[src/rtl/uart_rx_controller.sv]
// UART receive controller: 16x oversample tick generator, first-word-fall-through
// byte FIFO with ready/valid read side, sticky overrun flag and idle timeout.
module uart_rx_controller #(
    parameter int unsigned DataBits     = 8,
    parameter int unsigned FifoDepth    = 4,
    parameter int unsigned DivWidth     = 11,
    parameter int unsigned TimeoutTicks = 640
) (
    input  logic                         clk,
    input  logic                         reset_n,
    input  logic                         enable,
    input  logic [DivWidth-1:0]          divisor,
    input  logic                         flush,
    input  logic                         overrun_clr,
    input  logic                         rx_done_tick,
    input  logic [DataBits-1:0]          rx_dout,
    output logic                         s_tick,
    output logic                         rd_valid,
    output logic [DataBits-1:0]          rd_data,
    input  logic                         rd_ready,
    output logic [$clog2(FifoDepth):0]   fifo_count,
    output logic                         overrun,
    output logic                         idle_timeout
);

    localparam int unsigned PtrW = $clog2(FifoDepth);
    localparam int unsigned CntW = PtrW + 1;
    localparam int unsigned ToW  = $clog2(TimeoutTicks + 1);
    localparam logic [CntW-1:0] CountFull = CntW'(FifoDepth);
    localparam logic [ToW-1:0]  ToMax     = ToW'(TimeoutTicks);

    // Baud generator state
    logic [DivWidth-1:0] cnt_q, cnt_d;
    logic                s_tick_q, s_tick_d;

    // FIFO state
    logic [DataBits-1:0] mem_q [FifoDepth];
    logic [PtrW-1:0]     rd_ptr_q, rd_ptr_d;
    logic [PtrW-1:0]     wr_ptr_q, wr_ptr_d;
    logic [CntW-1:0]     count_q, count_d;
    logic                overrun_q, overrun_d;

    // Idle timeout state
    logic [ToW-1:0]      to_cnt_q, to_cnt_d;

    logic full;
    logic pop;
    logic wr_en;
    logic drop;

    assign full  = (count_q == CountFull);
    assign pop   = rd_valid & rd_ready;
    // A pop in the same cycle frees the slot, so a full FIFO still accepts the byte.
    assign wr_en = ~flush & rx_done_tick & (~full | pop);
    assign drop  = ~flush & rx_done_tick & full & ~pop;

    // Baud generator next state; >= lets a lowered divisor wrap immediately.
    always_comb begin
        cnt_d    = '0;
        s_tick_d = 1'b0;
        if (enable) begin
            if (cnt_q >= divisor) begin
                s_tick_d = 1'b1;
            end else begin
                cnt_d = cnt_q + DivWidth'(1);
            end
        end
    end

    // FIFO pointer/count next state; flush overrides push and pop.
    always_comb begin
        rd_ptr_d = rd_ptr_q;
        wr_ptr_d = wr_ptr_q;
        count_d  = count_q;
        if (flush) begin
            rd_ptr_d = '0;
            wr_ptr_d = '0;
            count_d  = '0;
        end else begin
            if (wr_en) begin
                wr_ptr_d = wr_ptr_q + PtrW'(1);
            end
            if (pop) begin
                rd_ptr_d = rd_ptr_q + PtrW'(1);
            end
            if (wr_en && !pop) begin
                count_d = count_q + CntW'(1);
            end else if (pop && !wr_en) begin
                count_d = count_q - CntW'(1);
            end
        end
    end

    // Sticky overrun; a drop in the same cycle as a clear wins.
    always_comb begin
        overrun_d = overrun_q;
        if (overrun_clr) begin
            overrun_d = 1'b0;
        end
        if (drop) begin
            overrun_d = 1'b1;
        end
    end

    // Idle timeout counter: restarts on any FIFO activity, saturates at the limit.
    always_comb begin
        to_cnt_d = to_cnt_q;
        if (flush || rx_done_tick || pop || (count_q == '0)) begin
            to_cnt_d = '0;
        end else if (s_tick_q && (to_cnt_q != ToMax)) begin
            to_cnt_d = to_cnt_q + ToW'(1);
        end
    end

    // Control and counter registers.
    always_ff @(posedge clk or negedge reset_n) begin
        if (!reset_n) begin
            cnt_q     <= '0;
            s_tick_q  <= 1'b0;
            rd_ptr_q  <= '0;
            wr_ptr_q  <= '0;
            count_q   <= '0;
            overrun_q <= 1'b0;
            to_cnt_q  <= '0;
        end else begin
            cnt_q     <= cnt_d;
            s_tick_q  <= s_tick_d;
            rd_ptr_q  <= rd_ptr_d;
            wr_ptr_q  <= wr_ptr_d;
            count_q   <= count_d;
            overrun_q <= overrun_d;
            to_cnt_q  <= to_cnt_d;
        end
    end

    // FIFO storage, cleared on reset so rd_data reads 0 out of reset.
    always_ff @(posedge clk or negedge reset_n) begin
        if (!reset_n) begin
            for (int i = 0; i < int'(FifoDepth); i++) begin
                mem_q[i] <= '0;
            end
        end else if (wr_en) begin
            mem_q[wr_ptr_q] <= rx_dout;
        end
    end

    assign s_tick       = s_tick_q;
    assign rd_valid     = (count_q != '0);
    assign rd_data      = mem_q[rd_ptr_q];
    assign fifo_count   = count_q;
    assign overrun      = overrun_q;
    assign idle_timeout = (to_cnt_q == ToMax) && (count_q != '0);

endmodule

[config.mk]
export PLATFORM = sky130hd
export DESIGN_NAME = uart_rx_controller
export DESIGN_NICKNAME = d
export VERILOG_FILES = /design/src/rtl/uart_rx_controller.sv
export SDC_FILE = /design/constraint.sdc
export NUM_CORES = 1
export LEC_CHECK = 0
export ABC_AREA = 1
export CAP_MARGIN = 10
export CORE_MARGIN = 1
export CORE_UTILIZATION = 51
export CTS_CLUSTER_SIZE = 25
export DETAILED_ROUTE_END_ITERATION = 16
export GPL_TIMING_DRIVEN = 1
export HOLD_SLACK_MARGIN = 0.02
export PLACE_DENSITY_LB_ADDON = 0.1
export REMOVE_ABC_BUFFERS = 1
export SYNTH_ARGS = -nofsm -noshare
export SYNTH_HDL_FRONTEND = slang
export SYNTH_SLANG_ARGS = --single-unit
[constraint.sdc]
create_clock -name clk -period 1.6 [get_ports clk]
set_input_delay 0.48 -clock clk [delete_from_list [all_inputs] [get_ports clk]]
set_output_delay 0.48 -clock clk [all_outputs]
set_load 0.05 [all_outputs]
# After elaboration in Yosys (flattened, before gate mapping)
# Cells that the tools add are included.
# totals
ff_bits	62
in_bits	26
output_inout_bits	15
word_cells	73
# classes
addsub	6
n_lt_le_gt_ge	4
n_eq_ne	3
n_mux	21
bitwise_logic	11
n_reduce_logical	17
# ops
operator	count
$bwmux 32	1
$mux 8	3
$mux 11	2
$mux 10	2
$bmux 8 s2	1
$demux 8 s2	1
$add 11x1->11 const B	1
$ge 11x11->1	1
$add 10x1->10 const B	1
$eq 10x10->1 const B	1
$ne 10x10->1 const B	1
$mux 3	3
$mux 2	4
$reduce_bool 2->1	4
$ge 3x3->1 const B	2
$not 2->3	2
$reduce_bool 3->1	2
$and 1x1->1	5
$logic_and 1x1->1	5
$add 2x1->2 const B	2
$mux 1	4
$add 3x1->3 const B	1
$eq 3x3->1 const B	1
$logic_not 3->1	1
6 further kinds	11

# Logic depth before layout (Yosys ltp)
# Gate-level depths: netlist (run 1).
# depth
ltp_word	9
depth_mapped	10
depth_no_buf	10

# Least setup slack after synthesis (run 1)
# No wires, ideal clock.
# synth_path
kind	register -> output
from	register to_cnt_q[0]
to	output port idle_timeout
arrival_ns	1.749
required_ns	1.120
setup_slack_ns	-0.629
stages_incl_launch_ff	6
n_path_buf	0
path_cell_list	dfrtp_1 > inv_1 > ha_1 > nand3_1 > or2_1 > a21oi_1
# synth_between
elab_chain_len	2
# synth_rtl
element	line	rtl
from (decl)	44	logic [ToW-1:0] to_cnt_q, to_cnt_d;
from (signal assigned)	132	to_cnt_q <= to_cnt_d;
$eq 10x10->1	152	assign idle_timeout = (to_cnt_q == ToMax) && (count_q != '0);
$logic_and 1x1->1	152	
to (decl)	23	output logic idle_timeout
# No other way between the ends.

# Worst setup path after layout (run 1)
# layout_path
from	register rd_ptr_q[0]
to	output port rd_data[1]
# layout_between
elab_chain_len	4
# layout_rtl
element	line	rtl
from (decl)	38	logic [PtrW-1:0] rd_ptr_q, rd_ptr_d;
from (signal assigned)	128	rd_ptr_q <= rd_ptr_d;
$not 2->3 (not written as such)	149	assign rd_data = mem_q[rd_ptr_q];
$bmux 8 s2	149	
$mux 8 (not written as such) (2 in a row)	149	
to (decl)	19	output logic [DataBits-1:0] rd_data,
# No other way between the ends. The select of a mux whose other input is x is not followed.

==> run metrics, run 1 <==
CORE AREA=6832 µm²; final global-route overflow total=0; post-synthesis sequential area ratio=approximately 43%; Max Cap Viol=0; failing checks=negative setup slack; Worst VDD drop=approximately 0.00058 V; largest net degree at the start of global routing=63; layout cell share with drive strength beyond 1=roughly 42%; Clock Power Share=19.9%; vias in the first global route=3670; # DRC=0; leading cell type in the layout, fill and taps excluded=nand2_1; die area=between 7000 and 8000 µm²; outcome=complete, but fails checks; pre-CTS setup slack=-565.1 ps; RR Startpoint=fifo_count[1]; vias per cell=about 5.6; Crit Path Category=flip-flop to primary output; HPWL after DPL=6202 µm; antenna-violating nets left=0; largest cells by area after synthesis=dfrtp_1 (43%), nand2_1 (13%), ha_1 (6.2%); instance area after placement=4673 µm²; # H-tree levels=3; Global Route Usage Sum=29.02%; final worst slack=-531.7 ps; Yosys reg bits=62; PD cells=1374 nW/µm²; Final Cycle Share=133.2%; share of the synthesized area in the top cell type=42.83%; Leak=2.745 nW; Worst Skew=roughly 11 ps; commonest cells after routing, fill and taps aside=nand2_1 (96), buf_4 (59), dfrtp_1 (57), inv_1 (29), o21ai_1 (27); DR iter-0 viols=280; area grow syn2layout=60.93%; CTS tree=built; Relative slew margins=71.11%; Critical Path Fanout Max=7; drt pass-1 iters=5; drt wl/cell=17.04 µm; fillers=373; CTS sink count=62; CP Capture Type=primary output; I/O pin total=between 40 and 50; PortBufs=40; Sw Ratio=roughly two fifths; switching power total=3.191 mW; Worst Path Required=1120 ps; Root Driver=clkbuf_8; Syn Std Cell Area=about 3600 µm²; Initial Util=53.02%; NumNets Final=630; signal arrival time at the worst endpoint=around 1700 ps; first-pass GRT wire length=16760 µm; min Tclk post-route=2132 ps; part of the power in combinational logic=51.4%; worst-margin pin slew=about 430 ps; Netlist cell types=38; Syn. warnings=0; Crit. Startpoint=rd_ptr_q[0]; ANT cells=0; initial antenna violation count=0; Final GP Congestion=~0.9; drt total wl=11690 µm; post-synthesis cell count=456; Clk Latency, worst-skew pair=roughly 350 ps; internal power=~4.8 mW; RSZ-0062 raised after global routing=true; sequential share of power=28.7%; Die Wd=approximately 86 µm; post-route cell area=roughly 5800 µm²; TritonCTS buffer count=9; Hold Path Class=input port to async pin; Startpoint Class=flip-flop; Die Ht=86.28 µm; Syn Area/Cell=7.943 µm²; Max clock buf depth=2; area leader, netlist=dfrtp_1; via count=between 3000 and 4000; Hold Fails Final Rpt=0; Clock transition at path regs=80 ps; row cnt=30; Slew Limit Fails=0; fmax=0.4691 GHz; setup violators final=31
==> critical path, cell delays in order, from the launching register on <==
cell     delay (ps)
dfrtp_2         440
inv_4            80
buf_12          150
o21ai_1         210
o22ai_2         120
buf_4           160
buf_12          140
==> cells in the mapped netlist, drive strengths merged <==
library cell / n
ha: 18
and3: 1
xor2: 7
or2: 2
a21oi: 9
nor2: 47
o32ai: 1
nand3: 32
o21a: 2
clkbuf: 4
o311ai: 1
nand2: 126
and2: 2
buf: 6
o211ai: 1
clkinv: 1
fa: 1
nand3b: 1
o22ai: 8
dfrtp: 62
nor3: 7
inv: 47
nand4: 10
o21ai: 60
==> registers in the layout (all words and copies together) (netlist names) <==
name and cells:
wr_ptr_q 2, overrun 1, to_cnt_q 10, s_tick 1, mem_q 32, fifo_count 3
cnt_q 11, rd_ptr_q 2
==> power by group through the flow <==
stage	registers (mW)	logic [mW]	clock network (mW)
6_report	2.30	4.12	1.59
5_1_grt	2.34	4.32	1.64
4_1_cts	2.20	3.43	1.58
3_5_place_dp	2.22	3.10	0
3_3_place_gp	2.20	3.05	0
2_1_floorplan	2.30	1.46	0
==> metal layers <==
metal,vias to the layer above,routed length [µm],GRT usage (%)
li1,1761,-,-
met1,1842,4577,35.34
met2,190,5959,49.78
met3,47,678,4.762
met4,0,476,14.85
met5,-,0,0
==> layout make-up <==
class,count,area [µm²],area share [%]
multi-input cells,337,2312,39.67
flip-flops and latches,62,1558,26.72
repair buffers,127,1426,24.47
inverters,48,190.2,3.262
clock buffers,10,137.6,2.361
well taps,96,120.1,2.061
clock inverters,6,85.08,1.460
==> per-stage QoR <==
| stage | util [%] | hold slack [ps] | power (mW) | std cells | TNS (ps) |
|---|---|---|---|---|---|
| 2_1_floorplan | - | 184.4 | 3.761 | 446 | -10880 |
| 3_3_place_gp | 68.41 | 457.8 | 5.250 | 636 | -21810 |
| 3_5_place_dp | 68.41 | 463.3 | 5.325 | 636 | -23830 |
| 4_1_cts | 77.23 | 138.4 | 7.206 | 671 | -6727 |
| 5_1_grt | 85.33 | 153.6 | 8.301 | 686 | -6860 |
| 6_report | 85.33 | 114.5 | 8.011 | 686 | -4526 |
==> repair_timing <==
action | 4_1_cts | 5_1_grt
endpoints found under the setup margin | 57 | 66
hold buffers | 0 | 0
pin swaps | 29 | 62
setup buffers | 16 | 17
gates resized for setup | 60 | 116
gates cloned | 3 | 3
==> path summary, 6_finish.rpt <==
check / depth (start not counted) / to / slack [ps]
min in group clk: 2 / mem_q[25] / 500
setup reg to reg: 10 / fifo_count[1] / -150
hold / removal: 2 / mem_q[3] / 110
max in group asynchronous: 2 / rd_ptr_q[0] / 1170
setup / recovery: 6 / rd_data[1] / -530
hold reg to reg: 2 / mem_q[25] / 500
==> kinds of logic after synthesis <==
kind of cell	after synthesis	share of synthesized area (%)
buf+inv	58	6.701
flops	62	42.83
xor+xnor	7	1.693
simple gates	228	29.46
fa+ha+maj	19	6.770
compound gates	82	12.54
No activity file was read; power rests on OpenSTA's default activity.
==> run 2, diff against run 1 <==
Settings changed: CAP_MARGIN 10 to default.
==> results of run 2 <==
Final layout, timing and power as in run 1 (identical DEF).
